`src/rtl/alu_pkg.sv`:
```
// Shared types and defaults for the ALU issue/writeback sequencer.
package alu_pkg;

  localparam int unsigned WIDTH  = 16;
  localparam int unsigned NREGS  = 8;
  localparam int unsigned RIDX_W = $clog2(NREGS);

  typedef logic [3:0]        opcode_t;
  typedef logic [RIDX_W-1:0] ridx_t;

  typedef enum logic [1:0] {
    StIdle,
    StExec,
    StWb,
    StLdwb
  } state_e;

endpackage

```
`src/rtl/alu_regfile.sv`:
```
// Register file: two asynchronous read ports, one synchronous write port, r0 reads as zero.
module alu_regfile #(
  parameter int unsigned WIDTH = 16,
  parameter int unsigned NREGS = 8
) (
  input  logic                     clk,
  input  logic                     rst,
  input  logic [$clog2(NREGS)-1:0] raddr1,
  input  logic [$clog2(NREGS)-1:0] raddr2,
  output logic [WIDTH-1:0]         rdata1,
  output logic [WIDTH-1:0]         rdata2,
  input  logic                     we,
  input  logic [$clog2(NREGS)-1:0] waddr,
  input  logic [WIDTH-1:0]         wdata
);

  logic [WIDTH-1:0] mem_q [NREGS];

  always_ff @(posedge clk or posedge rst) begin
    if (rst) begin
      for (int i = 0; i < int'(NREGS); i++) begin
        mem_q[i] <= '0;
      end
    end else if (we && (waddr != '0)) begin
      mem_q[waddr] <= wdata;
    end
  end

  always_comb begin
    rdata1 = (raddr1 == '0) ? '0 : mem_q[raddr1];
    rdata2 = (raddr2 == '0) ? '0 : mem_q[raddr2];
  end

endmodule

```
`src/rtl/alu_issue_seq.sv`:
```
// Serial operand-issue and writeback sequencer in front of a registered ALU.
module alu_issue_seq
  import alu_pkg::*;
#(
  parameter int unsigned WIDTH   = alu_pkg::WIDTH,
  parameter int unsigned NREGS   = alu_pkg::NREGS,
  parameter int unsigned ALU_LAT = 1
) (
  input  logic                     CLK,
  input  logic                     RST,
  input  logic                     in_valid,
  output logic                     in_ready,
  input  logic                     in_load,
  input  opcode_t                  in_opcode,
  input  logic [$clog2(NREGS)-1:0] in_rd,
  input  logic [$clog2(NREGS)-1:0] in_rs1,
  input  logic [$clog2(NREGS)-1:0] in_rs2,
  input  logic                     in_use_carry,
  input  logic [WIDTH-1:0]         in_imm,
  output logic [WIDTH-1:0]         A,
  output logic [WIDTH-1:0]         B,
  output opcode_t                  opcode,
  output logic                     Cin,
  input  logic [WIDTH-1:0]         Y,
  input  logic                     Cout,
  output logic                     done_valid,
  output logic [$clog2(NREGS)-1:0] done_rd,
  output logic [WIDTH-1:0]         done_data,
  output logic                     carry_flag
);

  localparam int unsigned IdxW = $clog2(NREGS);
  localparam int unsigned CntW = (ALU_LAT > 1) ? $clog2(ALU_LAT) : 1;
  localparam logic [CntW-1:0] LastCnt = CntW'(ALU_LAT - 1);

  state_e            state_q, state_d;
  logic [CntW-1:0]   cnt_q, cnt_d;
  logic [IdxW-1:0]   rd_q, rd_d;
  logic [WIDTH-1:0]  imm_q, imm_d;
  logic [WIDTH-1:0]  a_q, a_d, b_q, b_d;
  opcode_t           op_q, op_d;
  logic              cin_q, cin_d;
  logic              carry_q, carry_d;

  logic [WIDTH-1:0]  rdata1, rdata2;
  logic              rf_we;
  logic [WIDTH-1:0]  rf_wdata;

  alu_regfile #(
    .WIDTH (WIDTH),
    .NREGS (NREGS)
  ) u_regfile (
    .clk    (CLK),
    .rst    (RST),
    .raddr1 (in_rs1),
    .raddr2 (in_rs2),
    .rdata1 (rdata1),
    .rdata2 (rdata2),
    .we     (rf_we),
    .waddr  (rd_q),
    .wdata  (rf_wdata)
  );

  always_ff @(posedge CLK or posedge RST) begin
    if (RST) begin
      state_q <= StIdle;
      cnt_q   <= '0;
      rd_q    <= '0;
      imm_q   <= '0;
      a_q     <= '0;
      b_q     <= '0;
      op_q    <= '0;
      cin_q   <= 1'b0;
      carry_q <= 1'b0;
    end else begin
      state_q <= state_d;
      cnt_q   <= cnt_d;
      rd_q    <= rd_d;
      imm_q   <= imm_d;
      a_q     <= a_d;
      b_q     <= b_d;
      op_q    <= op_d;
      cin_q   <= cin_d;
      carry_q <= carry_d;
    end
  end

  always_comb begin
    state_d    = state_q;
    cnt_d      = cnt_q;
    rd_d       = rd_q;
    imm_d      = imm_q;
    a_d        = a_q;
    b_d        = b_q;
    op_d       = op_q;
    cin_d      = cin_q;
    carry_d    = carry_q;
    in_ready   = 1'b0;
    done_valid = 1'b0;
    done_rd    = '0;
    done_data  = '0;
    rf_we      = 1'b0;
    rf_wdata   = '0;

    unique case (state_q)
      StIdle: begin
        in_ready = 1'b1;
        if (in_valid) begin
          rd_d = in_rd;
          if (in_load) begin
            imm_d   = in_imm;
            state_d = StLdwb;
          end else begin
            // ALU inputs stay frozen here until the next accept.
            a_d     = rdata1;
            b_d     = rdata2;
            op_d    = in_opcode;
            cin_d   = in_use_carry & carry_q;
            cnt_d   = '0;
            state_d = StExec;
          end
        end
      end
      StExec: begin
        if (cnt_q == LastCnt) begin
          state_d = StWb;
        end else begin
          cnt_d = cnt_q + CntW'(1);
        end
      end
      StWb: begin
        done_valid = 1'b1;
        done_rd    = rd_q;
        done_data  = Y;
        rf_we      = 1'b1;
        rf_wdata   = Y;
        carry_d    = Cout;
        state_d    = StIdle;
      end
      StLdwb: begin
        done_valid = 1'b1;
        done_rd    = rd_q;
        done_data  = imm_q;
        rf_we      = 1'b1;
        rf_wdata   = imm_q;
        state_d    = StIdle;
      end
      default: state_d = StIdle;
    endcase
  end

  assign A          = a_q;
  assign B          = b_q;
  assign opcode     = op_q;
  assign Cin        = cin_q;
  assign carry_flag = carry_q;

endmodule

```
`config.mk`:
```
export PLATFORM = sky130hd
export DESIGN_NAME = alu_issue_seq
export DESIGN_NICKNAME = d
export VERILOG_FILES = /design/src/rtl/alu_pkg.sv /design/src/rtl/alu_regfile.sv /design/src/rtl/alu_issue_seq.sv
export SDC_FILE = /design/constraint.sdc
export NUM_CORES = 1
export LEC_CHECK = 0
export ABC_AREA = 1
export CORE_UTILIZATION = 60
export CTS_BUF_LIST = sky130_fd_sc_hd__clkbuf_16
export DETAILED_ROUTE_END_ITERATION = 7
export GPL_TIMING_DRIVEN = 0
export PLACE_DENSITY_LB_ADDON = 0.2
export SYNTH_ARGS = -nofsm -noshare
export SYNTH_HDL_FRONTEND = slang
export SYNTH_SLANG_ARGS = --single-unit
```
`constraint.sdc`:
```
create_clock -name CLK -period 16.5 [get_ports CLK]
set_input_delay 4.125 -clock CLK [delete_from_list [all_inputs] [get_ports CLK]]
set_output_delay 4.125 -clock CLK [all_outputs]
set_load 0.05 [all_outputs]
```
==> results by stage <==
Timing:
- The final critical-path setup slack is 6700 ps.
- In the finished design, the share of the clock period the worst path needs comes to 0.594.
- Setup violations remaining at the end of the flow were counted as 0.
- Setup repair after global routing left no endpoint under its margin.
- The worst setup skew after layout is 6.38 ps.
- Derived from the worst setup path, the maximum achievable clock frequency is 102 MHz.
- In the final timing run, aggregate negative setup slack is 0 ps.
- At the pin with the least slew margin, the transition time is 685 ps.
- The number of max-slew violations in the final report is 0.
- The number of hold violations in the final report came to 0.
- In this run the tightest slew margin relative to its limit is 0.544.
- The final period demand of the worst path is 9800 ps.

Worst setup path:
- The worst stage delay on the critical path is 850 ps.
- Traced cell by cell, the critical path runs through clkdlybuf4s50_1 -> inv_1 -> o22ai_1 -> clkdlybuf4s50_1.
- The largest fanout on the critical path is 2.
- The worst setup path is captured at a primary output.
- The startpoint kind of the worst setup timing path is an input pin.
- The critical path class is input pin to primary output.
- The required time reported for the critical path endpoint is 12380 ps.
- STA puts the critical path data arrival time at 5670 ps.
- The slowest stage of the critical path belongs to the cell sky130_fd_sc_hd__clkdlybuf4s50_1.
- The cell that appears most often on the critical path is sky130_fd_sc_hd__clkdlybuf4s50_1.

Power and ir drop:
- The post-layout total power is 1820 uW.
- The share of power burned in the clock network is 0.209.
- Of the total power, the share spent switching nets is 0.414.
- The share of total power dissipated in sequential elements is 0.401.
- The share of power burned in combinational logic is 0.390.
- For this design the total switching power over the nets is 753 uW.
- The maximum vdd ir drop is 0.0959 mV.
- Dividing total power by cell area gives a power density of 171 nW/um^2.
- The cell-internal power is 1070 uW.
- The leakage dissipation is 0.00529 uW.

Die:
- The total core area is 14000 sq um.
- For this configuration, the core starts out at a cell density of 0.625.
- 110 I/O pins were placed.
- From bottom edge to top edge, the die measures 123 um.
- Measured along the x axis, the die boundary spans 123 um.
- The die covers 15100 sq um.
- The floorplan has 43 rows.

CTS:
- In this run the deepest clock path goes through 2 buffers.
- The tree built by TritonCTS fans out to 171 sinks.
- The post-CTS setup-driven buffer insertion count is 0.
- Clock-pin slew was measured on the worst setup and hold paths at 60 ps.
- In this run the number of H-tree levels came out at 4.
- TritonCTS built the clock tree.
- Once the clock tree was built, the resizer swapped 0 gates to a different size.
- CTS placed an instance of sky130_fd_sc_hd__clkbuf_16 at the clock tree root.
- For the worst-skew pair, the clock arrives at the later sink with an insertion delay of 440 ps.
- Counting the buffers created by CTS gives 17.
- The count of hold buffers inserted by post-cts repair is 0.

GRT:
- The first global-routing pass estimated 40.7 mm of wire.
- The initial antenna violation count is 0.
- The all-layer global routing usage is 0.357.
- Entering global routing, the biggest net connects 114 pins.
- The via count of the first global-routing pass is 8058.
- Summed over all layers, the global routing overflow is 0.

Place:
- The routability-driven placement congestion ratio is 0.908.
- OpenSTA, run right after detailed placement, puts the worst setup slack at 6670 ps.
- The post-detailed-placement cell area is 10100 sq um.
- The estimated wirelength of the detail-placed design is 18.2 mm.
- The number of input and output port buffers inserted is 105.

Synthesis:
- The net count after synthesis is 1231.
- The biggest area contributor in the post-synthesis netlist is sky130_fd_sc_hd__dfrtp_1.
- Yosys printed 0 warnings.
- Sorting the synthesized cells by area gives the leading types as sky130_fd_sc_hd__dfrtp_1 49%, sky130_fd_sc_hd__nand2_1 20%, sky130_fd_sc_hd__nand3_1 8.9%.
- The post-synthesis area per instance is 7.43 sq um.
- The number of storage elements in the synthesis netlist is 171.
- The share of the Yosys chip area taken by registers is 0.488.
- The cell count after synthesis is 1180.
- Counting distinct cell types in the post-synthesis netlist gives 26.
- The total standard cell area after synthesis is 8770 sq um.
- The share of the synthesized area in the top cell type is 0.488.

Layout:
- For this run, the share of the core covered by cells in the final layout is 0.757.
- At the end of the flow, the number of nets in the layout was 1356.
- The area growth from synthesis to layout is 21.2%.
- The post-route cell area is 10600 sq um.
- The final antenna diode count is 0.
- The share of layout cells above drive strength 1 is 0.0888.

Routing:
- The detailed router's first-iteration violation count is 1232.
- In this run the remaining antenna-violating nets after routing total 0.
- The remaining design rule violation count is 6.
- The first detailed-routing pass ran for 8 iterations.
- The routed design has 25.4 mm of wire.
- The average detailed-routed wire length per instance is 17.0 um.
- After detailed routing, the number of vias per cell comes to 5.73.
- The total number of vias is 8578.

Flow run:
- The count of maximum capacitance violations is 0.

Min path:
- The class of the tightest hold or removal check is flip-flop to flip-flop.

Outcome:
- The flow ran to the end, but the final reports show violations.
- The final reports fail on DRC.
-- power by group through the flow --
stage                     clock (uW)  sequential, uW  combinational, uW
after detailed placement           0             729                698
after global routing             397             751                782
after CTS                        379             723                704
after global placement             0             722                675
final                            379             730                710
after floorplan                    0             833                371
-- layer usage --
metal,share of wire,routed length (um),vias up,GRT usage
met5,0,0,-,0
met4,0.029,747,0,0.139
met3,0.11,2670,81,0.0780
met2,0.46,11800,544,0.562
met1,0.40,10200,3960,0.483
li1,-,-,3993,-
-- cell usage in the layout (no fill, tap or decap), types with 2 or more instances in the layout --
master and n:
sky130_fd_sc_hd__clkbuf_16 17, sky130_fd_sc_hd__inv_1 91, sky130_fd_sc_hd__clkdlybuf4s50_1 105, sky130_fd_sc_hd__nor3_4 2, sky130_fd_sc_hd__buf_2 47, sky130_fd_sc_hd__nand2_1 456, sky130_fd_sc_hd__a21oi_1 52, sky130_fd_sc_hd__clkinvlp_4 2
sky130_fd_sc_hd__buf_1 4, sky130_fd_sc_hd__bufinv_16 2, sky130_fd_sc_hd__buf_6 2, sky130_fd_sc_hd__clkinv_1 4, sky130_fd_sc_hd__o22ai_4 8, sky130_fd_sc_hd__nand3_1 156, sky130_fd_sc_hd__o21ai_1 22, sky130_fd_sc_hd__buf_4 3
sky130_fd_sc_hd__dfrtp_1 171, sky130_fd_sc_hd__o21ai_0 65, sky130_fd_sc_hd__o22ai_2 3, sky130_fd_sc_hd__clkbuf_2 4, sky130_fd_sc_hd__nand2_4 2, sky130_fd_sc_hd__clkinv_2 3, sky130_fd_sc_hd__o22ai_1 5, sky130_fd_sc_hd__inv_2 15
sky130_fd_sc_hd__clkbuf_1 12, sky130_fd_sc_hd__nor2_1 58
-- synth_stat cells --
cell type and n:
sky130_fd_sc_hd__a21oi_1 52, sky130_fd_sc_hd__buf_1 4, sky130_fd_sc_hd__buf_2 47, sky130_fd_sc_hd__buf_4 3
sky130_fd_sc_hd__buf_6 2, sky130_fd_sc_hd__buf_8 1, sky130_fd_sc_hd__clkbuf_1 12, sky130_fd_sc_hd__clkbuf_2 4
sky130_fd_sc_hd__clkinv_1 2, sky130_fd_sc_hd__dfrtp_1 171, sky130_fd_sc_hd__inv_1 86, sky130_fd_sc_hd__inv_2 15
sky130_fd_sc_hd__mux2_2 1, sky130_fd_sc_hd__nand2_1 456, sky130_fd_sc_hd__nand2_2 1, sky130_fd_sc_hd__nand2_4 2
sky130_fd_sc_hd__nand3_1 156, sky130_fd_sc_hd__nand3_2 1, sky130_fd_sc_hd__nor2_1 58, sky130_fd_sc_hd__nor2_4 1
sky130_fd_sc_hd__nor3_4 2, sky130_fd_sc_hd__o21ai_0 65, sky130_fd_sc_hd__o21ai_1 22, sky130_fd_sc_hd__o22ai_1 5
sky130_fd_sc_hd__o22ai_2 3, sky130_fd_sc_hd__o22ai_4 8
-- cell type report --
cell class,instances,area (sq um)
Inverter,103,394
Buffer,73,375
Multi-Input combinational cell,833,3730
Tap cell,180,225
Timing Repair Buffer,106,1080
Fill cell,1066,3420
Sequential cell,171,4280
Clock buffer,17,425
Clock inverter,15,120
-- critical path, delay by kind of cell --
kind,cells,cell delay [ps]
AOI/OAI and AO/OA,1,200
buffers and inverters,3,1340
-- sequential cells by signal, summed over array words and instances (netlist names), 2 cells and up --
register	flops
state_q	2
B	16
u_regfile.mem_q	112
A	16
rd_q	3
imm_q	16
opcode	4
-- through the flow --
stage	hold slack, ps	instances
global route	491	1498
global placement	461	1465
floorplan	453	1180
finish	476	1498
CTS	482	1498
detailed placement	465	1466
-- kinds of logic after synthesis --
| group | count (synthesis) | synth area share |
|---|---|---|
| buffers and inverters | 176 | 0.0869 |
| AOI/OAI and AO/OA | 155 | 0.105 |
| DFF | 171 | 0.488 |
| and+or+nand+nor | 677 | 0.318 |
| muxes | 1 | 0.00128 |
-- final timing paths --
check | end | start | slack (ps) | cells past startpoint
max in group asynchronous | u_regfile.mem_q[21] | RST | 11510 | 3
max reg2reg | u_regfile.mem_q[98] | state_q[1] | 14780 | 7
min | B[13] | B[13] | 480 | 2
min in group asynchronous | A[11] | RST | 4100 | 2
min reg2reg | B[13] | B[13] | 480 | 2
max | done_data[15] | Y[15] | 6700 | 4
No activity file was read; power rests on OpenSTA's default activity.
